**config.mk**
```make
export PLATFORM = sky130hd
export DESIGN_NAME = multicycle_ctrl
export DESIGN_NICKNAME = d
export VERILOG_FILES = /design/src/rtl/multicycle_ctrl.sv
export SDC_FILE = /design/constraint.sdc
export NUM_CORES = 1
export LEC_CHECK = 0
export CORE_MARGIN = 8
export CORE_UTILIZATION = 40
export CTS_CLUSTER_SIZE = 28
export DETAILED_ROUTE_END_ITERATION = 8
export PLACE_DENSITY = 0.83
export SETUP_SLACK_MARGIN = 0.1
export SYNTH_ARGS = -nofsm -noshare
export SYNTH_HDL_FRONTEND = slang
export SYNTH_SLANG_ARGS = --single-unit
```
**constraint.sdc**
```tcl
create_clock -name clock -period 1.8 [get_ports clock]
set_input_delay 0.36 -clock clock [delete_from_list [all_inputs] [get_ports clock]]
set_output_delay 0.36 -clock clock [all_outputs]
set_load 0.1 [all_outputs]
```
**src/rtl/multicycle_ctrl.sv**
```systemverilog
// Multicycle processor control FSM: FETCH/DECODE/EXEC/MEM/WB plus a bounded
// wait state for the external multiply/divide unit, with exception redirection.
module multicycle_ctrl #(
  parameter int OP_W    = 5,
  parameter int ALUOP_W = 5,
  parameter int MD_MAX  = 64,
  parameter int MD_EN   = 1
) (
  input  logic               clock,
  input  logic               reset,
  input  logic [OP_W-1:0]    opcode,
  input  logic [ALUOP_W-1:0] aluop,
  input  logic               alu_ne,
  input  logic               alu_lt,
  input  logic               alu_ovf,
  input  logic               md_rdy,
  input  logic               md_exc,
  input  logic               rstatus_nz,
  output logic               ir_we,
  output logic               pc_we,
  output logic               dmem_we,
  output logic               rf_we,
  output logic [ALUOP_W-1:0] alu_op_ctrl,
  output logic               alu_inb_ctrl,
  output logic               rtar_ctrl,
  output logic [1:0]         pc_sel,
  output logic [1:0]         wd_sel,
  output logic               wr_rstatus,
  output logic [2:0]         exc_code,
  output logic               md_start,
  output logic               illegal,
  output logic               md_timeout,
  output logic [2:0]         state
);

  typedef enum logic [2:0] {
    S_FETCH  = 3'd0,
    S_DECODE = 3'd1,
    S_EXEC   = 3'd2,
    S_MEM    = 3'd3,
    S_WB     = 3'd4,
    S_MDWAIT = 3'd5
  } state_t;

  localparam logic [4:0] OP_R    = 5'd0;
  localparam logic [4:0] OP_J    = 5'd1;
  localparam logic [4:0] OP_BNE  = 5'd2;
  localparam logic [4:0] OP_JAL  = 5'd3;
  localparam logic [4:0] OP_JR   = 5'd4;
  localparam logic [4:0] OP_ADDI = 5'd5;
  localparam logic [4:0] OP_BLT  = 5'd6;
  localparam logic [4:0] OP_SW   = 5'd7;
  localparam logic [4:0] OP_LW   = 5'd8;
  localparam logic [4:0] OP_SETX = 5'd21;
  localparam logic [4:0] OP_BEX  = 5'd22;

  localparam logic [1:0] PC_INC = 2'd0;
  localparam logic [1:0] PC_REL = 2'd1;
  localparam logic [1:0] PC_TGT = 2'd2;
  localparam logic [1:0] PC_RD  = 2'd3;

  localparam logic [1:0] WD_ALU = 2'd0;
  localparam logic [1:0] WD_MEM = 2'd1;
  localparam logic [1:0] WD_PC  = 2'd2;
  localparam logic [1:0] WD_EXC = 2'd3;

  localparam int CNT_W = $clog2(MD_MAX + 1);

  state_t           state_q, state_d;
  logic [CNT_W-1:0] cnt_q, cnt_d;
  logic             ovf_q, ovf_d;

  logic [4:0] op5;
  logic       op_hi_nz;
  logic       op_ok;
  logic       is_r, is_muldiv, is_addi, is_lw, is_sw, ovf_op, uses_rd, legal;
  logic [2:0] exc_sel;

  assign op5 = opcode[4:0];

  // Any set bit above the 5-bit opcode field makes the instruction illegal.
  if (OP_W > 5) begin : g_op_hi
    assign op_hi_nz = |opcode[OP_W-1:5];
  end else begin : g_op_no_hi
    assign op_hi_nz = 1'b0;
  end

  assign op_ok     = !op_hi_nz;
  assign is_r      = op_ok && (op5 == OP_R);
  assign is_muldiv = is_r && (aluop == ALUOP_W'(6) || aluop == ALUOP_W'(7));
  assign is_addi   = op_ok && (op5 == OP_ADDI);
  assign is_lw     = op_ok && (op5 == OP_LW);
  assign is_sw     = op_ok && (op5 == OP_SW);
  assign ovf_op    = is_addi || (is_r && (aluop == ALUOP_W'(0) || aluop == ALUOP_W'(1)));
  assign uses_rd   = op_ok && (op5 inside {OP_SW, OP_BNE, OP_BLT, OP_JR});
  assign legal     = op_ok
                     && (op5 inside {OP_R, OP_J, OP_BNE, OP_JAL, OP_JR, OP_ADDI,
                                     OP_BLT, OP_SW, OP_LW, OP_SETX, OP_BEX})
                     && !(is_muldiv && MD_EN == 0);

  always_comb begin
    exc_sel = 3'd0;
    if (is_addi) begin
      exc_sel = 3'd2;
    end else if (is_r) begin
      case (aluop)
        ALUOP_W'(0): exc_sel = 3'd1;
        ALUOP_W'(1): exc_sel = 3'd3;
        ALUOP_W'(6): exc_sel = 3'd4;
        ALUOP_W'(7): exc_sel = 3'd5;
        default:     exc_sel = 3'd0;
      endcase
    end
  end

  // NOTE: every output and next-state signal gets a default before the case so no latch is inferred.
  always_comb begin
    state_d      = state_q;
    cnt_d        = cnt_q;
    ovf_d        = ovf_q;
    ir_we        = 1'b0;
    pc_we        = 1'b0;
    dmem_we      = 1'b0;
    rf_we        = 1'b0;
    alu_op_ctrl  = '0;
    alu_inb_ctrl = 1'b0;
    rtar_ctrl    = 1'b0;
    pc_sel       = PC_INC;
    wd_sel       = WD_ALU;
    wr_rstatus   = 1'b0;
    exc_code     = 3'd0;
    md_start     = 1'b0;
    illegal      = 1'b0;
    md_timeout   = 1'b0;
    state        = 3'd0;

    // Reset leaves every output at its zero default, regardless of state.
    if (!reset) begin
      state       = state_q;
      alu_op_ctrl = is_r ? aluop : '0;
      case (state_q)
        S_FETCH: begin
          ir_we   = 1'b1;
          pc_we   = 1'b1;
          pc_sel  = PC_INC;
          state_d = S_DECODE;
        end
        S_DECODE: begin
          rtar_ctrl = uses_rd;
          if (legal) begin
            state_d = S_EXEC;
          end else begin
            illegal = 1'b1;
            state_d = S_FETCH;
          end
        end
        S_EXEC: begin
          state_d = S_FETCH;
          ovf_d   = ovf_op && alu_ovf;
          cnt_d   = '0;
          if (is_muldiv) begin
            md_start = 1'b1;
            state_d  = S_MDWAIT;
          end else if (is_r || is_addi) begin
            state_d = S_WB;
          end else if (is_lw || is_sw) begin
            alu_inb_ctrl = 1'b1;
            state_d      = S_MEM;
          end else if (op_ok) begin
            case (op5)
              OP_J:   begin pc_we = 1'b1;       pc_sel = PC_TGT; end
              OP_JAL: begin pc_we = 1'b1;       pc_sel = PC_TGT; rf_we = 1'b1; wd_sel = WD_PC; end
              OP_JR:  begin pc_we = 1'b1;       pc_sel = PC_RD;  end
              OP_BNE: begin pc_we = alu_ne;     pc_sel = PC_REL; end
              OP_BLT: begin pc_we = alu_lt;     pc_sel = PC_REL; end
              OP_BEX: begin pc_we = rstatus_nz; pc_sel = PC_TGT; end
              OP_SETX: begin
                rf_we      = 1'b1;
                wr_rstatus = 1'b1;
                wd_sel     = WD_EXC;
              end
              default: ;
            endcase
          end
        end
        S_MEM: begin
          if (is_sw) begin
            dmem_we = 1'b1;
            state_d = S_FETCH;
          end else begin
            state_d = S_WB;
          end
        end
        S_WB: begin
          rf_we   = 1'b1;
          wd_sel  = is_lw ? WD_MEM : WD_ALU;
          state_d = S_FETCH;
          if (ovf_q || (is_muldiv && md_exc)) begin
            wr_rstatus = 1'b1;
            wd_sel     = WD_EXC;
            exc_code   = exc_sel;
          end
        end
        S_MDWAIT: begin
          cnt_d = (cnt_q == CNT_W'(MD_MAX)) ? cnt_q : cnt_q + 1'b1;
          // A ready result in the final allowed cycle still completes normally.
          if (md_rdy) begin
            state_d = S_WB;
          end else if (cnt_q == CNT_W'(MD_MAX - 1)) begin
            md_timeout = 1'b1;
            state_d    = S_FETCH;
          end
        end
        default: state_d = S_FETCH;
      endcase
    end
  end

  // NOTE: sequential state uses non-blocking assignments so every register samples pre-edge values.
  always_ff @(posedge clock) begin
    if (reset) begin
      state_q <= S_FETCH;
      cnt_q   <= '0;
      ovf_q   <= 1'b0;
    end else begin
      state_q <= state_d;
      cnt_q   <= cnt_d;
      ovf_q   <= ovf_d;
    end
  end

endmodule

```
==> results_tabular.tex, run 1 <==
\begin{tabular}{lr}
\hline
Metric & Value \\
\hline
\multicolumn{2}{l}{\textbf{Synth}} \\
Main flop type after synthesis & sky130\_fd\_sc\_hd\_\_dfxtp\_1 \\
Cell count after synthesis & 153 \\
Count of cell types in the netlist & 55 \\
Nets in the synthesized netlist & 173 \\
Share of the yosys chip area belonging to registers & 18.4\% \\
Number of enable flip-flop cells after synthesis & 0 \\
Yosys warns & 0 \\
Mapped Area & 0.00120 mm2 \\
Proportion of synthesized flip-flops having asynchronous set or reset & 0\% \\
Mean area per synthesized cell & 7.83 um2 \\
Number of flip-flops and latches in the synthesized netlist & 11 \\
\multicolumn{2}{l}{\textbf{Status}} \\
Last flow stage reached & 5\_1\_grt \\
First error message & [ERROR DPL-0038] Utilization greater than 100\%, impossible to legalize \\
Run status & did not finish \\
\multicolumn{2}{l}{\textbf{Placement}} \\
GP Congestion & 0.857 \\
Detail Placement HPWL & 4.66 mm \\
Number of buffers added on ports & 42 \\
Placed standard-cell area & 0.00247 mm2 \\
\multicolumn{2}{l}{\textbf{Global route}} \\
Pin count of the biggest net entering global routing & 15 \\
\multicolumn{2}{l}{\textbf{Floorplanning}} \\
Starting utilization of the core area & 40.6\% \\
\# rows & 20 \\
I/O pin total & 43 \\
Width of the die & 70.7 um \\
Die extent in y & 70.7 um \\
\multicolumn{2}{l}{\textbf{STA}} \\
Last worst endpoint in the global-route repair\_timing & wd\_sel[0] \\
Kind of the worst endpoint & top-level output \\
\multicolumn{2}{l}{\textbf{CTS}} \\
Number of buffers inserted by hold repair at cts & 0 \\
CTS sink count & 11 \\
Number of levels the H-tree was split into & 1 \\
Root Buffer Master & sky130\_fd\_sc\_hd\_\_clkbuf\_4 \\
Clock Tree Buf Depth & 2 \\
Num CTS Buffers & 3 \\
\hline
\end{tabular}
[through the flow]
step	hold WS [ns]	TNS [ns]	setup WS (ns)	utilization (%)	std cells
after CTS	0.513	-5.94	-0.458	95.1	284
after detailed placement	0.490	-15.14	-0.781	83.8	264
after global placement	0.474	-12.73	-0.667	83.8	264
after floorplan	0.456	-6.33	-0.792	-	153
[synth_stat cells (all sizes together) (3+ instances only)]
master	instances	area [um2]
buf	9	48.8
nor2	10	37.5
nand3b	3	26.3
nand2	16	60.1
mux2i	3	30.0
dfxtp	11	220
nand2b	3	18.8
o21ai	3	15.0
nor4	7	73.8
nor3	9	50.1
nor2b	7	43.8
a31oi	3	18.8
and2	6	37.5
inv	3	11.3
or3	5	36.3
a21oi	10	50.1
nand3	6	30.0
[timing repair]
item	4_1_cts
endpoints found under the setup margin	30
gates resized for setup	73
pin swaps	28
setup buffers	16
[cell families after synthesis]
kind of cell    synth area share (%)
compound gates                  23.5
xor+xnor                       0.732
fa+ha+maj                       2.09
buf+inv                         5.64
flops                           18.4
mux                             3.45
simple gates                    46.2
==> inputs of run 2 (changes only) <==
CORE_UTILIZATION = 25   (was 40)
CTS_CLUSTER_SIZE = default   (was 28)
PLACE_DENSITY = default   (was 0.83)
PLACE_DENSITY_LB_ADDON = 0.15   (was default)
SETUP_SLACK_MARGIN = default   (was 0.1)
clock period = 2.35 ns   (was 1.8 ns; I/O delays follow)
==> results_tabular.tex, run 2 <==
\begin{tabular}{lr}
\hline
Metric & Value \\
\hline
\multicolumn{2}{l}{\textbf{Synth}} \\
Share of the yosys chip area belonging to registers & 18.4\% (unchanged) \\
Top cell types by occurrence after synthesis & sky130\_fd\_sc\_hd\_\_nand2\_1 (16), sky130\_fd\_sc\_hd\_\_dfxtp\_1 (11), sky130\_fd\_sc\_hd\_\_a21oi\_1 (10), sky130\_fd\_sc\_hd\_\_nor2\_1 (10), sky130\_fd\_sc\_hd\_\_nor3\_1 (8) (unchanged) \\
Count of cell types in the netlist & 55 (unchanged) \\
Main flop type after synthesis & sky130\_fd\_sc\_hd\_\_dfxtp\_1 (unchanged) \\
Proportion of synthesized flip-flops having asynchronous set or reset & 0\% (unchanged) \\
Nets in the synthesized netlist & 173 (unchanged) \\
Mapped Area & 0.00120 mm2 (unchanged) \\
Cell taking the most area after synthesis & sky130\_fd\_sc\_hd\_\_dfxtp\_1 (unchanged) \\
Portion of synthesized cell area occupied by the leading cell type & 18.4\% (unchanged) \\
Most repeated cell in the gate-level netlist after synthesis & sky130\_fd\_sc\_hd\_\_nand2\_1 (unchanged) \\
Number of enable flip-flop cells after synthesis & 0 (unchanged) \\
Cell count after synthesis & 153 (unchanged) \\
Number of flip-flops and latches in the synthesized netlist & 11 (unchanged) \\
Yosys warns & 0 (unchanged) \\
Area contributors post-synth & sky130\_fd\_sc\_hd\_\_dfxtp\_1 (18\%), sky130\_fd\_sc\_hd\_\_nand2\_1 (5.0\%), sky130\_fd\_sc\_hd\_\_a21oi\_1 (4.2\%), sky130\_fd\_sc\_hd\_\_nor2b\_1 (3.7\%), sky130\_fd\_sc\_hd\_\_nor4\_4 (3.6\%) (unchanged) \\
Mean area per synthesized cell & 7.83 um2 (unchanged) \\
\multicolumn{2}{l}{\textbf{Global route}} \\
Aggregate global routing overflow & 0 \\
Antenna violations before repair & 0 \\
GRT Util Overall & 13.2\% \\
First-pass GRT wire length & 7.94 mm \\
Pin count of the biggest net entering global routing & 13 \\
Vias in the first global route & 1674 \\
\multicolumn{2}{l}{\textbf{STA}} \\
Max-slew violation total from the final report & 0 \\
Unrepaired setup endpoints after global routing & yes \\
Tightest slew margin relative to the limit & 65.6\% \\
Hold Violations, Final & 0 \\
Clock Skews & 0.00338 ns \\
Final-layout setup total negative slack & 0 ns \\
Period utilisation layout & 98.1\% \\
Maximum operating frequency & 434 MHz \\
Time the worst path needs with I/O delays and setup & 2.31 ns \\
Setup violators final & 0 \\
Measured slew at the worst slew-check pin & 0.513 ns \\
\multicolumn{2}{l}{\textbf{CTS}} \\
CTS tree & built \\
Worst-skew pair later-pin latency & 0.24 ns \\
Clock transition at the registers of the reported paths & 0.05 ns \\
Number of buffers inserted by hold repair at cts & 0 (unchanged) \\
Num CTS Buffers & 3 (unchanged) \\
Number of levels the H-tree was split into & 1 (unchanged) \\
CTS sink count & 11 (unchanged) \\
Root Buffer Master & sky130\_fd\_sc\_hd\_\_clkbuf\_8 (was sky130\_fd\_sc\_hd\_\_clkbuf\_4) \\
Clock Tree Buf Depth & 2 (unchanged) \\
\multicolumn{2}{l}{\textbf{Cells and area}} \\
Registers with the most flip-flops & cnt\_q x7, state\_q x3, ovf\_q x1 \\
Commonest cells after routing, fill and taps aside & sky130\_fd\_sc\_hd\_\_buf\_4 (46), sky130\_fd\_sc\_hd\_\_buf\_12 (26), sky130\_fd\_sc\_hd\_\_nand2\_1 (15) \\
Share of layout cells above drive strength 1 & 54.8\% \\
Most common cell after layout, fill and taps aside & sky130\_fd\_sc\_hd\_\_buf\_4 \\
Layout area overhead & 114\% \\
Total area of multi-input combinational cells & 0.00114 mm2 \\
Final Instance Area & 0.00256 mm2 \\
Final-layout fill cell count & 408 \\
Core Util, Final & 54.9\% \\
Max FFs per register & 7 \\
NumNets Final & 260 \\
Sequential cell area & 223 um2 \\
Ant. Diodes & 0 \\
Final cell count without fillers & 293 \\
Reg with most FFs & cnt\_q \\
\multicolumn{2}{l}{\textbf{Placement}} \\
Placed standard-cell area & 0.00243 mm2 (was 0.00247 mm2) \\
Detail Placement HPWL & 3.79 mm (was 4.66 mm) \\
Cell Count Post-Placement & 281 (was 264) \\
GP Congestion & 0.778 (was 0.857) \\
Number of buffers added on ports & 42 (unchanged) \\
\multicolumn{2}{l}{\textbf{Route}} \\
Detailed route wirelength on metal3 & 156 um \\
DRT met1 WL & 1.89 mm \\
Vias per inst & 5.19 \\
Post-route DRC violation count & 0 \\
Metal2 WL & 2.62 mm \\
First-iteration detailed-routing DRC count & 94 \\
Residual antenna-violating net count after detailed routing & 0 \\
Vias after detailed routing & 1520 \\
Routed length per placed instance & 16.0 um \\
WL final & 4.69 mm \\
First-pass DRT Iterations & 4 \\
Top Metal Used & met4 \\
\multicolumn{2}{l}{\textbf{Floorplanning}} \\
Width of the die & 85.2 um (was 70.7 um) \\
Die ar. & 0.00726 mm2 \\
Starting utilization of the core area & 25.7\% (was 40.6\%) \\
Die extent in y & 85.2 um (was 70.7 um) \\
\# rows & 25 (was 20) \\
Core box area & 0.00466 mm2 \\
I/O pin total & 43 (unchanged) \\
\multicolumn{2}{l}{\textbf{Pwr}} \\
Post-layout power & 657 uW \\
Worst-case vdd ir drop & 174 uV \\
Pwr Density & 257 mW/mm2 \\
Total leakage power & 0.000993 uW \\
\multicolumn{2}{l}{\textbf{Setup path}} \\
Worst Setup EP & pc\_sel[0] \\
Crit start category & register \\
Launching point of the worst reg2reg path & state\_q[1]\$\_SDFFE\_PP0P\_ \\
Class of the most critical setup path & register to output port \\
R2R depth & 5 \\
Reg-to-reg setup timing slack & 0.57 ns \\
Crit path DAT & 1.84 ns \\
Capture point of the worst reg-to-reg path & cnt\_q[5]\$\_SDFFE\_PP0P\_ \\
Startpoint of the most critical setup path & state\_q[0]\$\_SDFFE\_PP0P\_ \\
Crit path max fanout & 3 \\
Required time worst endpoint & 1.88 ns \\
Nature of the critical path endpoint & output port \\
\multicolumn{2}{l}{\textbf{Run}} \\
Total of max-cap violations & 0 \\
\multicolumn{2}{l}{\textbf{Worst hold path}} \\
Worst min-delay path class & register to register \\
\multicolumn{2}{l}{\textbf{Status}} \\
Run status & completed (was did not finish) \\
\hline
\end{tabular}
==> run 2: worst min-delay path by stage <==
stage,to,from,slack (ns),depth (start not counted)
4_1_cts,cnt_q[5]$_SDFFE_PP0P_,cnt_q[5]$_SDFFE_PP0P_,0.50,2
6_report,cnt_q[0]$_SDFFE_PP0P_,cnt_q[0]$_SDFFE_PP0P_,0.51,2
3_3_place_gp,cnt_q[5]$_SDFFE_PP0P_,cnt_q[5]$_SDFFE_PP0P_,0.48,2
3_5_place_dp,cnt_q[5]$_SDFFE_PP0P_,cnt_q[5]$_SDFFE_PP0P_,0.50,2
2_1_floorplan,cnt_q[5]$_SDFFE_PP0P_,cnt_q[5]$_SDFFE_PP0P_,0.46,2
5_1_grt,cnt_q[4]$_SDFFE_PP0P_,cnt_q[4]$_SDFFE_PP0P_,0.54,2
==> run 2: layout make-up <==
class	instances	share of cell area [%]
Multi-Input combinational cell	128	44.6
Timing Repair Buffer	93	41.8
Inverter	3	0.440
Tap cell	54	2.64
Clock buffer	4	1.76
Sequential cell	11	8.70
==> run 2: repair_timing <==
action / CTS / global route
pin swaps: 9 / 9
setup endpoints to repair: 22 / 6
resized for setup: 31 / 4
setup buffers: 8 / 0
==> run 2: report_power, final <==
group          switching (uW)  internal [uW]
registers                2.45            190
clock network            73.0            119
logic                     150            123
total                     225            432
==> run 2: routing by layer <==
layer	vias to the layer above	track usage, %
li1	740	-
met5	-	0
met3	4	2.51
met1	751	14.2
met2	25	25.9
met4	0	2.27
==> run 2: cells by family (layout without fill, tap and decap cells) <==
| kind of cell | after synthesis | after routing | synth area share [%] |
|---|---|---|---|
| buf+inv | 14 | 100 | 5.64 |
| simple gates | 85 | 85 | 46.2 |
| flops | 11 | 11 | 18.4 |
| xor+xnor | 1 | 1 | 0.732 |
| fa+ha+maj | 2 | 2 | 2.09 |
| mux | 4 | 4 | 3.45 |
| compound gates | 36 | 36 | 23.5 |
==> run 2: through the flow <==
stage               worst slack (ns)  hold slack [ns]
floorplan                     -0.366            0.456
global placement              -0.273            0.476
detailed placement            -0.345            0.497
CTS                          0.00402            0.504
global route                 -0.0156            0.537
finish                        0.0448            0.513
==> run 2: critical path, cell delays in order (launching register included) <==
cell and delay (ns):
sky130_fd_sc_hd__dfxtp_2 0.33, sky130_fd_sc_hd__or3b_4 0.41, sky130_fd_sc_hd__or3_4 0.36, sky130_fd_sc_hd__nor4_4 0.27, sky130_fd_sc_hd__buf_12 0.22
(Power assumes the default switching activity.)
